==> src/rtl/usb_boot_sequencer_if.sv <==
// Bundle of the boot sequencer's board-facing signals: PLL lock, boot request and warmboot/USB outputs.
// slave = the sequencer itself, master = whatever drives lock and boot requests.
interface usb_boot_sequencer_if #(
    parameter int NUM_IMAGES = 4
);
    localparam int IMG_W = (NUM_IMAGES > 1) ? $clog2(NUM_IMAGES) : 1;

    logic             pll_lock;
    logic             boot_req;
    logic [IMG_W-1:0] boot_image;
    logic             core_reset;
    logic             clk_en;
    logic             usb_pu;
    logic             wb_s1;
    logic             wb_s0;
    logic             wb_boot;
    logic             busy;
    logic             boot_err;

    modport slave (
        input  pll_lock, boot_req, boot_image,
        output core_reset, clk_en, usb_pu, wb_s1, wb_s0, wb_boot, busy, boot_err
    );

    modport master (
        output pll_lock, boot_req, boot_image,
        input  core_reset, clk_en, usb_pu, wb_s1, wb_s0, wb_boot, busy, boot_err
    );
endinterface

==> src/rtl/usb_boot_sequencer.sv <==
// Power-up/boot sequencer: PLL lock qualification, core reset release, clk_en strobe, USB detach, warmboot.
// Build option USB_BOOT_SEQ_DETACH_EN: when undefined, DETACH becomes a fixed 2-cycle SETUP with usb_pu kept high.
//
// state     | meaning
// WAIT_LOCK | core held in reset, counting consecutive synced-lock cycles
// RUN       | core running, clk_en strobing, boot requests accepted
// DETACH    | image latched, USB pull-up dropped (or short SETUP), counting down to warmboot
// BOOT      | wb_boot asserted, terminal until reset
module usb_boot_sequencer #(
    parameter int NUM_IMAGES         = 4,
    parameter int LOCK_STABLE_CYCLES = 4800,
    parameter int DETACH_CYCLES      = 480000,
    parameter int CLKEN_DIV          = 4
) (
    input logic                clk_48mhz,
    input logic                reset_n,
    usb_boot_sequencer_if.slave bus
);
    localparam int IMG_W  = (NUM_IMAGES > 1) ? $clog2(NUM_IMAGES) : 1;
    localparam int IMGX_W = IMG_W + 1;
    localparam int MAX_C  = (LOCK_STABLE_CYCLES > DETACH_CYCLES) ? LOCK_STABLE_CYCLES : DETACH_CYCLES;
    localparam int CNT_W  = $clog2(MAX_C + 1);
    localparam int DIV_W  = (CLKEN_DIV > 1) ? $clog2(CLKEN_DIV) : 1;

`ifdef USB_BOOT_SEQ_DETACH_EN
    localparam int   DET_LEN   = DETACH_CYCLES;
    localparam logic DETACH_PU = 1'b0;
`else
    localparam int   DET_LEN   = 2;
    localparam logic DETACH_PU = 1'b1;
`endif

    localparam logic [CNT_W-1:0]  LOCK_TC   = CNT_W'(LOCK_STABLE_CYCLES - 1);
    localparam logic [CNT_W-1:0]  DET_TC    = CNT_W'(DET_LEN - 1);
    localparam logic [DIV_W-1:0]  DIV_TC    = DIV_W'(CLKEN_DIV - 1);
    localparam logic [IMGX_W-1:0] NUM_IMG_X = IMGX_W'(NUM_IMAGES);

    typedef enum logic [1:0] {
        WAIT_LOCK = 2'd0,
        RUN       = 2'd1,
        DETACH    = 2'd2,
        BOOT      = 2'd3
    } state_t;

    state_t           state, state_nxt;
    logic             lock_m, lock_s;
    logic [CNT_W-1:0] cnt, cnt_nxt;
    logic [DIV_W-1:0] div, div_nxt;
    logic [1:0]       wb_s, wb_s_nxt;
    logic             core_reset_r, core_reset_nxt;
    logic             clk_en_r, clk_en_nxt;
    logic             usb_pu_r, usb_pu_nxt;
    logic             wb_boot_r, wb_boot_nxt;
    logic             busy_r, busy_nxt;
    logic             boot_err_r, boot_err_nxt;
    logic             img_ok;

    assign img_ok = ({1'b0, bus.boot_image} < NUM_IMG_X);

    always_ff @(posedge clk_48mhz) begin
        if (!reset_n) begin
            lock_m       <= 1'b0;
            lock_s       <= 1'b0;
            state        <= WAIT_LOCK;
            cnt          <= '0;
            div          <= '0;
            wb_s         <= 2'b00;
            core_reset_r <= 1'b1;
            clk_en_r     <= 1'b0;
            usb_pu_r     <= 1'b0;
            wb_boot_r    <= 1'b0;
            busy_r       <= 1'b1;
            boot_err_r   <= 1'b0;
        end else begin
            lock_m       <= bus.pll_lock;
            lock_s       <= lock_m;
            state        <= state_nxt;
            cnt          <= cnt_nxt;
            div          <= div_nxt;
            wb_s         <= wb_s_nxt;
            core_reset_r <= core_reset_nxt;
            clk_en_r     <= clk_en_nxt;
            usb_pu_r     <= usb_pu_nxt;
            wb_boot_r    <= wb_boot_nxt;
            busy_r       <= busy_nxt;
            boot_err_r   <= boot_err_nxt;
        end
    end

    // Outputs are computed for the next state so they change on the same edge as the state register.
    always_comb begin
        state_nxt      = state;
        cnt_nxt        = cnt;
        div_nxt        = div;
        wb_s_nxt       = wb_s;
        core_reset_nxt = core_reset_r;
        clk_en_nxt     = 1'b0;
        usb_pu_nxt     = usb_pu_r;
        wb_boot_nxt    = wb_boot_r;
        busy_nxt       = busy_r;
        boot_err_nxt   = 1'b0;

        case (state)
            WAIT_LOCK: begin
                if (!lock_s) begin
                    cnt_nxt = '0;
                end else if (cnt == LOCK_TC) begin
                    state_nxt      = RUN;
                    cnt_nxt        = '0;
                    div_nxt        = '0;
                    core_reset_nxt = 1'b0;
                    usb_pu_nxt     = 1'b1;
                    busy_nxt       = 1'b0;
                end else begin
                    cnt_nxt = cnt + 1'b1;
                end
            end
            RUN: begin
                if (!lock_s) begin
                    state_nxt      = WAIT_LOCK;
                    cnt_nxt        = '0;
                    core_reset_nxt = 1'b1;
                    usb_pu_nxt     = 1'b0;
                    busy_nxt       = 1'b1;
                end else if (bus.boot_req && img_ok) begin
                    state_nxt      = DETACH;
                    cnt_nxt        = '0;
                    wb_s_nxt       = 2'(bus.boot_image);
                    core_reset_nxt = 1'b1;
                    usb_pu_nxt     = DETACH_PU;
                    busy_nxt       = 1'b1;
                end else begin
                    boot_err_nxt = bus.boot_req;
                    clk_en_nxt   = (div == DIV_TC);
                    div_nxt      = (div == DIV_TC) ? '0 : div + 1'b1;
                end
            end
            DETACH: begin
                // Image select was latched on entry, so it is stable for DET_LEN (>=2) cycles before wb_boot.
                if (cnt == DET_TC) begin
                    state_nxt   = BOOT;
                    wb_boot_nxt = 1'b1;
                end else begin
                    cnt_nxt = cnt + 1'b1;
                end
            end
            BOOT: begin
                wb_boot_nxt = 1'b1;
            end
            default: begin
                state_nxt = WAIT_LOCK;
            end
        endcase
    end

    assign bus.core_reset = core_reset_r;
    assign bus.clk_en     = clk_en_r;
    assign bus.usb_pu     = usb_pu_r;
    assign bus.wb_s1      = wb_s[1];
    assign bus.wb_s0      = wb_s[0];
    assign bus.wb_boot    = wb_boot_r;
    assign bus.busy       = busy_r;
    assign bus.boot_err   = boot_err_r;
endmodule

==> src/flat_wrapper.sv <==
// flat-port wrapper written by rule: the top's interface ports become plain ports
module usb_boot_sequencer_flat 
#(
    parameter int NUM_IMAGES         = 4,
    parameter int LOCK_STABLE_CYCLES = 4800,
    parameter int DETACH_CYCLES      = 480000,
    parameter int CLKEN_DIV          = 4
)
  (clk_48mhz, reset_n, bus_pll_lock, bus_boot_req, bus_boot_image, bus_core_reset, bus_clk_en, bus_usb_pu, bus_wb_s1, bus_wb_s0, bus_wb_boot, bus_busy, bus_boot_err);
  usb_boot_sequencer_if #(.NUM_IMAGES(NUM_IMAGES)) bus_i ();
  input logic clk_48mhz;
  input logic reset_n;
  input wire logic [$bits(bus_i.pll_lock)-1:0] bus_pll_lock;
  input wire logic [$bits(bus_i.boot_req)-1:0] bus_boot_req;
  input wire logic [$bits(bus_i.boot_image)-1:0] bus_boot_image;
  output wire logic [$bits(bus_i.core_reset)-1:0] bus_core_reset;
  output wire logic [$bits(bus_i.clk_en)-1:0] bus_clk_en;
  output wire logic [$bits(bus_i.usb_pu)-1:0] bus_usb_pu;
  output wire logic [$bits(bus_i.wb_s1)-1:0] bus_wb_s1;
  output wire logic [$bits(bus_i.wb_s0)-1:0] bus_wb_s0;
  output wire logic [$bits(bus_i.wb_boot)-1:0] bus_wb_boot;
  output wire logic [$bits(bus_i.busy)-1:0] bus_busy;
  output wire logic [$bits(bus_i.boot_err)-1:0] bus_boot_err;
  assign bus_i.pll_lock = bus_pll_lock;
  assign bus_i.boot_req = bus_boot_req;
  assign bus_i.boot_image = bus_boot_image;
  assign bus_core_reset = bus_i.core_reset;
  assign bus_clk_en = bus_i.clk_en;
  assign bus_usb_pu = bus_i.usb_pu;
  assign bus_wb_s1 = bus_i.wb_s1;
  assign bus_wb_s0 = bus_i.wb_s0;
  assign bus_wb_boot = bus_i.wb_boot;
  assign bus_busy = bus_i.busy;
  assign bus_boot_err = bus_i.boot_err;
  usb_boot_sequencer #(.NUM_IMAGES(NUM_IMAGES), .LOCK_STABLE_CYCLES(LOCK_STABLE_CYCLES), .DETACH_CYCLES(DETACH_CYCLES), .CLKEN_DIV(CLKEN_DIV)) u_core (.clk_48mhz(clk_48mhz), .reset_n(reset_n), .bus(bus_i));
endmodule
==> config.mk <==
export PLATFORM = sky130hd
export DESIGN_NAME = usb_boot_sequencer_flat
export DESIGN_NICKNAME = d
export VERILOG_FILES = /design/src/rtl/usb_boot_sequencer_if.sv /design/src/rtl/usb_boot_sequencer.sv /design/src/flat_wrapper.sv
export SDC_FILE = /design/constraint.sdc
export NUM_CORES = 1
export LEC_CHECK = 0
export BUFFER_PORTS_ARGS = -buffer_cell sky130_fd_sc_hd__clkbuf_2
export CAP_MARGIN = 25
export CELL_PAD_IN_SITES_DETAIL_PLACEMENT = 0
export CELL_PAD_IN_SITES_GLOBAL_PLACEMENT = 1
export CORE_MARGIN = 2
export CORE_UTILIZATION = 40
export DETAILED_ROUTE_END_ITERATION = 12
export GPL_TIMING_DRIVEN = 0
export PLACE_DENSITY_LB_ADDON = 0.12
export SLEW_MARGIN = 25
export SYNTH_ARGS = -nofsm -noshare
export SYNTH_HDL_FRONTEND = slang
export SYNTH_SLANG_ARGS = --single-unit
==> constraint.sdc <==
create_clock -name clk_48mhz -period 2.2 [get_ports clk_48mhz]
set_input_delay 0.44 -clock clk_48mhz [delete_from_list [all_inputs] [get_ports clk_48mhz]]
set_output_delay 0.44 -clock clk_48mhz [all_outputs]
set_load 0.02 [all_outputs]
==> results of run 1 <==
## final timing paths
path                                              startpoint                    endpoint  slack, ps  cells past startpoint
worst max-delay path            u_core.state[1]$_SDFFE_PN0P_  u_core.cnt[6]$_SDFFE_PN0P_         90                      8
worst min-delay path                            bus_pll_lock    u_core.lock_m$_SDFF_PN0_        360                      2
worst max register to register  u_core.state[1]$_SDFFE_PN0P_  u_core.cnt[6]$_SDFFE_PN0P_         90                      8
worst min register to register      u_core.lock_m$_SDFF_PN0_    u_core.lock_s$_SDFF_PN0_        440                      1
## worst register-to-register path: cells and delay by family, from the launching register on
family / cells / cell delay (ps)
AOI/OAI and AO/OA: 3 / 730
buffers and inverters: 2 / 270
and+or+nand+nor: 2 / 390
DFF: 1 / 360
adders and majority gates: 1 / 320
## power groups by stage
stage	logic, uW	clock network [uW]	registers (uW)
2_1_floorplan	99.1	0	597
3_3_place_gp	142	0	591
3_5_place_dp	144	0	592
4_1_cts	153	520	579
5_1_grt	183	551	581
6_report	167	507	580
## layout make-up
cell class	instances	area, um2
fill	412	2040
buffer	11	71.3
tap	50	62.6
inverter	10	37.5
timing repair buffer	19	113
sequential	31	623
clock inverter	1	7.51
clock buffer	7	96.3
multi-input combinational	146	1040
## through the flow
stage	hold slack [ps]	total power (uW)	util, %	TNS (ps)	area, um2
2_1_floorplan	412	696	-	0	1730
3_3_place_gp	414	734	45.2	-2300	1850
3_5_place_dp	427	736	45.2	-2410	1850
4_1_cts	360	1250	48.6	0	1980
5_1_grt	374	1320	50.2	-315	2050
6_report	365	1250	50.2	0	2050
## cell families after synthesis
logic type | Yosys count | share of synthesized area, %
other | 1 | 0.217
adder cells (fa/ha/maj) | 7 | 5.08
XOR/XNOR | 3 | 1.52
AO/OA/AOI/OAI | 44 | 20.7
flip-flops | 31 | 36.0
AND/OR/NAND/NOR | 85 | 27.0
multiplexers | 6 | 3.77
buffers and inverters | 21 | 5.66
## metal layers
metal	vias to the layer above	GRT usage, %	part of all wire (%)
met5	-	0	0
met4	0	6.20	0.40
met3	2	3.49	4.4
met2	31	30.0	49
met1	741	24.8	46
li1	790	-	-
## sequential cells by signal, summed over array words and instances, names as in the netlist
register               cells
u_core.cnt                19
u_core.div                 2
u_core.state               2
u_core.wb_s                2
u_core.bus.clk_en          1
u_core.bus.core_reset      1
u_core.bus.usb_pu          1
u_core.bus.wb_boot         1
u_core.lock_m              1
u_core.lock_s              1
## placed cells by master (no fill, tap or decap), types with 2 or more instances in the layout
master | netlist | routed
nor4b_1 | 2 | 2
and2_1 | 10 | 10
clkbuf_1 | 5 | 3
xor2_1 | 3 | 3
nand3_1 | 15 | 15
buf_2 | 3 | 3
clkbuf_8 | 0 | 7
nor4_2 | 2 | 2
nand2_1 | 17 | 17
o22ai_1 | 2 | 2
a32oi_1 | 10 | 10
and3_2 | 2 | 2
nor2_1 | 13 | 13
inv_1 | 10 | 10
o21ai_0 | 4 | 4
o41ai_1 | 2 | 2
nand2b_1 | 3 | 2
nand4_1 | 9 | 9
ha_1 | 7 | 7
dfxtp_1 | 31 | 29
clkbuf_2 | 0 | 12
nor4_1 | 2 | 2
dfxtp_2 | 0 | 2
or3_1 | 2 | 2
a22oi_1 | 2 | 2
o21a_1 | 4 | 3
buf_4 | 2 | 9
o31ai_1 | 10 | 9
mux2i_1 | 5 | 5
buf_6 | 1 | 2
## timing repair
action,in CTS,in global routing
pin swaps,1,1
buffers inserted,0,7
endpoints found under the setup margin,15,16
hold buffers,0,0
resized for setup,8,7
==> results.cfg, run 1 <==
[outcome]
outcome = completed

[clocking]
clock_sinks = 31
cts_tree = built
path_clk_slew_ps = 70
cts_buffers = 5
cts-root-buf = clkbuf_8
htreeDepth = 2
clk_latency_ps = 280
clockBufferDepth = 2

[routing]
dr.pass1.iters = 4
vias = 1564
wire_per_inst_um = 15.4
drt_wl_total_um = 4250
drtIter0Drc = 165
vias_per_cell = 5.69
drc = 0
ant_nets = 0

[global_routing]
antenna_found_initial = 0
grt_first_pass_wirelength_um = 7300
overflow = 0
grt_pass1_vias = 1555
grt_usage_pct = 18.5
grt_max_degree = 11

[logic_synthesis]
synth_cell_types = 47
synth-seq-area-share_pct = 36.0
avgSynthCellArea_um2 = 8.71
ys_top_cells_by_count = dfxtp_1 (31), nand2_1 (17), nand3_1 (15)
synth_edf_count = 0
synth.most_common_cell = dfxtp_1
synth_top_cell_by_area = dfxtp_1
syn_inst = 198
synthTopCellsByArea = dfxtp_1 (36%), a32oi_1 (5.1%), ha_1 (5.1%)
ys_ff_latch = 31
yosysTopAreaCellShare_pct = 36.0
syn_nets = 211
async_flop_share_pct = 0
syn_area_um2 = 1730
synth-main-ff-cell = dfxtp_1
ys.warnings.count = 0

[timing]
fin_crit_sh_pct = 95.9
tightest_slew_ps = 502
drv_slew = 0
min_period_ps = 2110
skew_ps = 8.37
maxSlewHeadroom_pct = 66.2
rsz0062_at_grt = yes
fmax_ghz = 0.474
setup_viol = 0
hold_violations = 0
worst_slack_ps = 90.0

[cells_and_area]
drive_above_1_share_pct = 24.0
n_antenna_cell = 0
instances_no_fill = 275
finalNetCount = 237
synthToLayoutAreaGrowth_pct = 18.9

[critical_path]
path_buf_inv = 2
critical_path_required_ps = 2420
critPathMaxStageDelay_ps = 430
crit_family = compound AO/OA/AOI/OAI gates
cp_cell_sequence = inv_1 > ha_1 > nand2_1 > o21a_1 > a311oi_4 > buf_4 > nor4b_1 > a21o_1
critPathSlowestCell = a311oi_4
path_class = reg2reg
crit_fanout = 4
cp-end-kind = flip-flop
critPathArrivalTime_ps = 2330
start_kind = flip-flop

[die]
fp.coreArea_um2 = 4090
floorplan.rows = 23
fp.dieH_um = 69.7
die_w_um = 69.7
io_pins = 14
die-area_um2 = 4850
start_util_pct = 42.2

[placement]
dp_cells = 260
post-place-ws_ps = -208
place.gp.congestion = 0.798
place.port_buffers = 12
dpl.hpwl_um = 2970

[pwr]
clkPwrFrac_pct = 40.4
netSwitchingFraction_pct = 26.0
p_per_area_nw_per_um2 = 612
power.leakage_uw = 0.000790
power.switching_uw = 327
combinationalPowerShare_pct = 13.3
pwr-share-seq_pct = 46.3
vdd_drop_max_uv = 291
internal_power_uw = 928

[min_path]
worst_hold_path_type = in2reg

[run]
cap_violations = 0
Note: power is estimated with default switching activity, not from simulation.
==> run 2: changes to the inputs <==
- clock period: 2.2 -> 1.7 ns (I/O delays scaled with it)
==> results.cfg, run 2 (synthesis gave the netlist of run 1 again) <==
[outcome]
outcome = finished with violations
violations = negative setup slack

[timing]
maxSlewHeadroom_pct = 62.6
hold_violations = 0
fin_crit_sh_pct = 114
tightest_slew_ps = 561
skew_ps = 5.27
min_period_ps = 1950
setup_viol = 23
worst_slack_ps = -246
rsz0062_at_grt = yes
fmax_ghz = 0.514
drv_slew = 0

[placement]
place.port_buffers = 12
place.gp.congestion = 0.796
dpl.hpwl_um = 3090
dp_cells = 260

[clocking]
htreeDepth = 2
cts-root-buf = clkbuf_8
clock_sinks = 31
clk_latency_ps = 300
clockBufferDepth = 2
path_clk_slew_ps = 70
cts_buffers = 5
cts_tree = built

[global_routing]
grt_first_pass_wirelength_um = 8140
overflow = 0
grt_max_degree = 11
antenna_found_initial = 0
grt_usage_pct = 20.7
grt_pass1_vias = 1750

[routing]
vias_per_cell = 5.90
dr.pass1.iters = 5
ant_nets = 0
drtIter0Drc = 92
drc = 0
wire_per_inst_um = 17.5
vias = 1822
drt_wl_total_um = 5420

[min_path]
holdCritStartpoint = bus_pll_lock
hold_depth = 2
worst_hold_path_type = in2reg
whs_endpoint = u_core.lock_m$_SDFF_PN0_

[die]
fp.dieH_um = 69.7
start_util_pct = 42.2
fp.coreArea_um2 = 4090
io_pins = 14
die-area_um2 = 4850
die_w_um = 69.7
floorplan.rows = 23

[pwr]
power.leakage_uw = 0.00118
power.total_uw = 1900
p_per_area_nw_per_um2 = 682
vdd_drop_max_uv = 342

[critical_path]
crit_fanout = 4
cp_cell_sequence = inv_6 > ha_4 > nand2_4 > buf_12 > a311oi_4 > nand2b_4 > buf_4 > buf_6 > o31ai_4
crit_family = compound AO/OA/AOI/OAI gates
critPathArrivalTime_ps = 2160
start_kind = flip-flop
cp-end-kind = flip-flop
path_buf_inv = 4
r2r_end = u_core.cnt[11]$_SDFFE_PN0P_
critical_path_required_ps = 1910
ff2ff_path_depth = 9
path_class = reg2reg
critPathSlowestCell = dfxtp_4
r2r_setup_slack_ps = -250
critPathMaxStageDelay_ps = 390
reg2reg_from = u_core.state[0]$_SDFFE_PN0P_

[cells_and_area]
final_cell_mix = buf_4 (34), dfxtp_1 (18), nand2_1 (16), clkbuf_2 (13)
fin_util_pct = 68.2
n_antenna_cell = 0
drive_above_1_share_pct = 52.9
finalNetCount = 271
largest_reg_flops = 19
max_flop_register = u_core.cnt
synthToLayoutAreaGrowth_pct = 61.6
final_common_cell = buf_4
instances_no_fill = 309

[run]
cap_violations = 0
-- run 2: timing repair --
| action | in CTS | in global routing |
|---|---|---|
| hold buffers | 0 | 0 |
| pin swaps | 17 | 24 |
| gates cloned | 1 | 1 |
| setup buffers | 22 | 21 |
| gates resized for setup | 45 | 42 |
| endpoints found under the setup margin | 25 | 25 |
-- run 2: power by group --
group | switching (uW) | leakage, uW | total (uW) | internal, uW
registers | 15.3 | 0.000259 | 749 | 733
clock network | 304 | 0.0000612 | 778 | 474
logic | 175 | 0.000864 | 375 | 200
total | 494 | 0.00118 | 1900 | 1410
-- run 2: worst max path at each step --
stage / cells after the start / startpoint / to
after detailed placement: 8 / u_core.state[0]$_SDFFE_PN0P_ / u_core.cnt[15]$_SDFFE_PN0P_
after floorplan: 8 / u_core.state[1]$_SDFFE_PN0P_ / u_core.state[0]$_SDFFE_PN0P_
after CTS: 8 / u_core.state[0]$_SDFFE_PN0P_ / u_core.cnt[5]$_SDFFE_PN0P_
after global routing: 7 / u_core.cnt[3]$_SDFFE_PN0P_ / u_core.cnt[11]$_SDFFE_PN0P_
final: 9 / u_core.state[0]$_SDFFE_PN0P_ / u_core.cnt[11]$_SDFFE_PN0P_
after global placement: 7 / u_core.cnt[0]$_SDFFE_PN0P_ / u_core.cnt[17]$_SDFFE_PN0P_
-- run 2: area by class of cell --
| type | instances | area [um2] |
|---|---|---|
| buffer | 8 | 66.3 |
| clock buffer | 6 | 82.6 |
| clock inverter | 2 | 35.0 |
| fill | 313 | 1300 |
| inverter | 10 | 45.0 |
| multi-input combinational | 146 | 1380 |
| sequential | 31 | 652 |
| tap | 50 | 62.6 |
| timing repair buffer | 56 | 467 |
-- run 2: layer usage --
layer | track usage, % | up-vias | part of all wire, %
met2 | 35.9 | 61 | 50
met1 | 24.2 | 889 | 43
met4 | 8.33 | 0 | 1.8
li1 | - | 860 | -
met3 | 5.67 | 12 | 5.2
met5 | 0 | - | 0
-- run 2: worst reg2reg max path, stage by stage, from the launching register on --
cell	delay, ps
dfxtp_4	390
inv_6	50
ha_4	280
nand2_4	60
buf_12	120
a311oi_4	350
nand2b_4	110
buf_4	170
buf_6	110
o31ai_4	210
-- run 2: stage by stage --
stage                     hold slack, ps  instance area, um2  setup WS (ps)  setup TNS [ps]
final                                248                2790           -246           -3510
after global routing                 245                2790           -300           -5100
after CTS                            251                2480           -180           -2640
after detailed placement             430                1950           -360           -7270
after global placement               426                1950           -349           -7290
after floorplan                      412                1830          -56.7            -345
==> run 3: changes to the inputs <==
- CORE_UTILIZATION: 40 -> 30
==> results.cfg, run 3 (synthesis gave the netlist of run 1 again) <==
[outcome]
outcome = finished with violations
violations = negative setup slack

[critical_path]
ff2ff_path_depth = 6
start_kind = flip-flop
cp-end-kind = flip-flop
path_class = reg2reg
critical_path_required_ps = 1870
critPathArrivalTime_ps = 2030
crit_fanout = 7

[min_path]
hold_depth = 2
worst_hold_path_type = in2reg

[placement]
place.gp.congestion = 0.795
place.port_buffers = 12
dpl.hpwl_um = 3280
post-place-ws_ps = -466
dpl-instance-area_um2 = 1980

[cells_and_area]
drive_above_1_share_pct = 53.6
post-route-cell-area_um2 = 2840
largest_reg_flops = 19
max_flop_register = u_core.cnt
final_cell_mix = buf_4 (26), nand2_1 (16), dfxtp_1 (16), clkbuf_2 (14), nor2_1 (12)
finalNetCount = 262
synthToLayoutAreaGrowth_pct = 64.3
final_common_cell = buf_4
n_antenna_cell = 0

[timing]
setup_viol = 20
hold_violations = 0
min_period_ps = 1870
rsz0062_at_grt = yes
worst_slack_ps = -166
skew_ps = 7.71
fmax_ghz = 0.536
fin_crit_sh_pct = 110
drv_slew = 0

[pwr]
p_per_area_nw_per_um2 = 697
power.leakage_uw = 0.00118
power.total_uw = 1980
vdd_drop_max_uv = 316

[global_routing]
grt_first_pass_wirelength_um = 8080
grt_usage_pct = 16.4
grt_pass1_vias = 1664
overflow = 0
grt_max_degree = 11
antenna_found_initial = 0

[clocking]
cts_buffers = 5
path_clk_slew_ps = 70
clk_latency_ps = 290
htreeDepth = 2
clock_sinks = 31
clockBufferDepth = 2
cts_tree = built
cts-root-buf = clkbuf_8

[routing]
wire_per_inst_um = 16.3
vias_per_cell = 5.37
drc = 0
drt_wl_total_um = 5250
ant_nets = 0
dr.pass1.iters = 4
vias = 1730
drtIter0Drc = 52

[run]
cap_violations = 0

[die]
io_pins = 14
start_util_pct = 31.1
floorplan.rows = 27
fp.dieH_um = 79.8
fp.coreArea_um2 = 5540
die-area_um2 = 6370
die_w_um = 79.8
## run 3: through the flow
step / std cells / hold WS (ps) / TNS [ps] / util (%)
2_1_floorplan: 198 / 412 / -345 / -
3_3_place_gp: 282 / 418 / -8110 / 35.7
3_5_place_dp: 282 / 427 / -8800 / 35.7
4_1_cts: 311 / 252 / -2040 / 45.8
5_1_grt: 322 / 251 / -3070 / 51.2
6_report: 322 / 256 / -1710 / 51.2
## run 3: power by group
| group | leakage, uW | switching (uW) | total, uW | internal [uW] |
|---|---|---|---|---|
| logic | 0.000851 | 169 | 359 | 190 |
| registers | 0.000260 | 14.3 | 746 | 732 |
| clock network | 0.0000654 | 285 | 871 | 586 |
| total | 0.00118 | 469 | 1980 | 1510 |
## run 3: timing repair
action / in CTS / in global routing
endpoints found under the setup margin: 29 / 25
setup buffers: 20 / 10
pin swaps: 12 / 26
gates cloned: 2 / 1
endpoints found under the hold margin: 0 / 0
hold buffers: 0 / 0
resized for setup: 48 / 42
## run 3: layer usage
layer / vias to the layer above / global-route usage, % / wire (um)
met5: - / 0 / 0
met3: 7 / 3.73 / 126
li1: 842 / - / -
met2: 22 / 29.0 / 2830
met1: 859 / 19.7 / 2240
met4: 0 / 5.08 / 54
## run 3: worst paths after layout
check,start,to,slack [ps]
setup / recovery,u_core.cnt[5]$_SDFFE_PN0P_,u_core.cnt[12]$_SDFFE_PN0P_,-170
hold / removal,bus_pll_lock,u_core.lock_m$_SDFF_PN0_,260
setup reg to reg,u_core.cnt[5]$_SDFFE_PN0P_,u_core.cnt[12]$_SDFFE_PN0P_,-170
hold reg to reg,u_core.lock_m$_SDFF_PN0_,u_core.lock_s$_SDFF_PN0_,440
## run 3: area by class of cell
cell class / instances / area, um2
clock buffers: 6 / 72.6
inverters: 10 / 42.5
clock inverters: 2 / 60.1
well taps: 72 / 90.1
flip-flops and latches: 31 / 657
repair buffers: 45 / 363
fillers: 525 / 2710
plain buffers: 10 / 105
multi-input cells: 146 / 1450
## run 3: worst max-delay path: stages, from the launching register on
cell and delay [ps]:
dfxtp_1 440, nand4_1 120, buf_4 200, or3_4 440
o21a_1 210, a32oi_2 220, o41ai_4 110
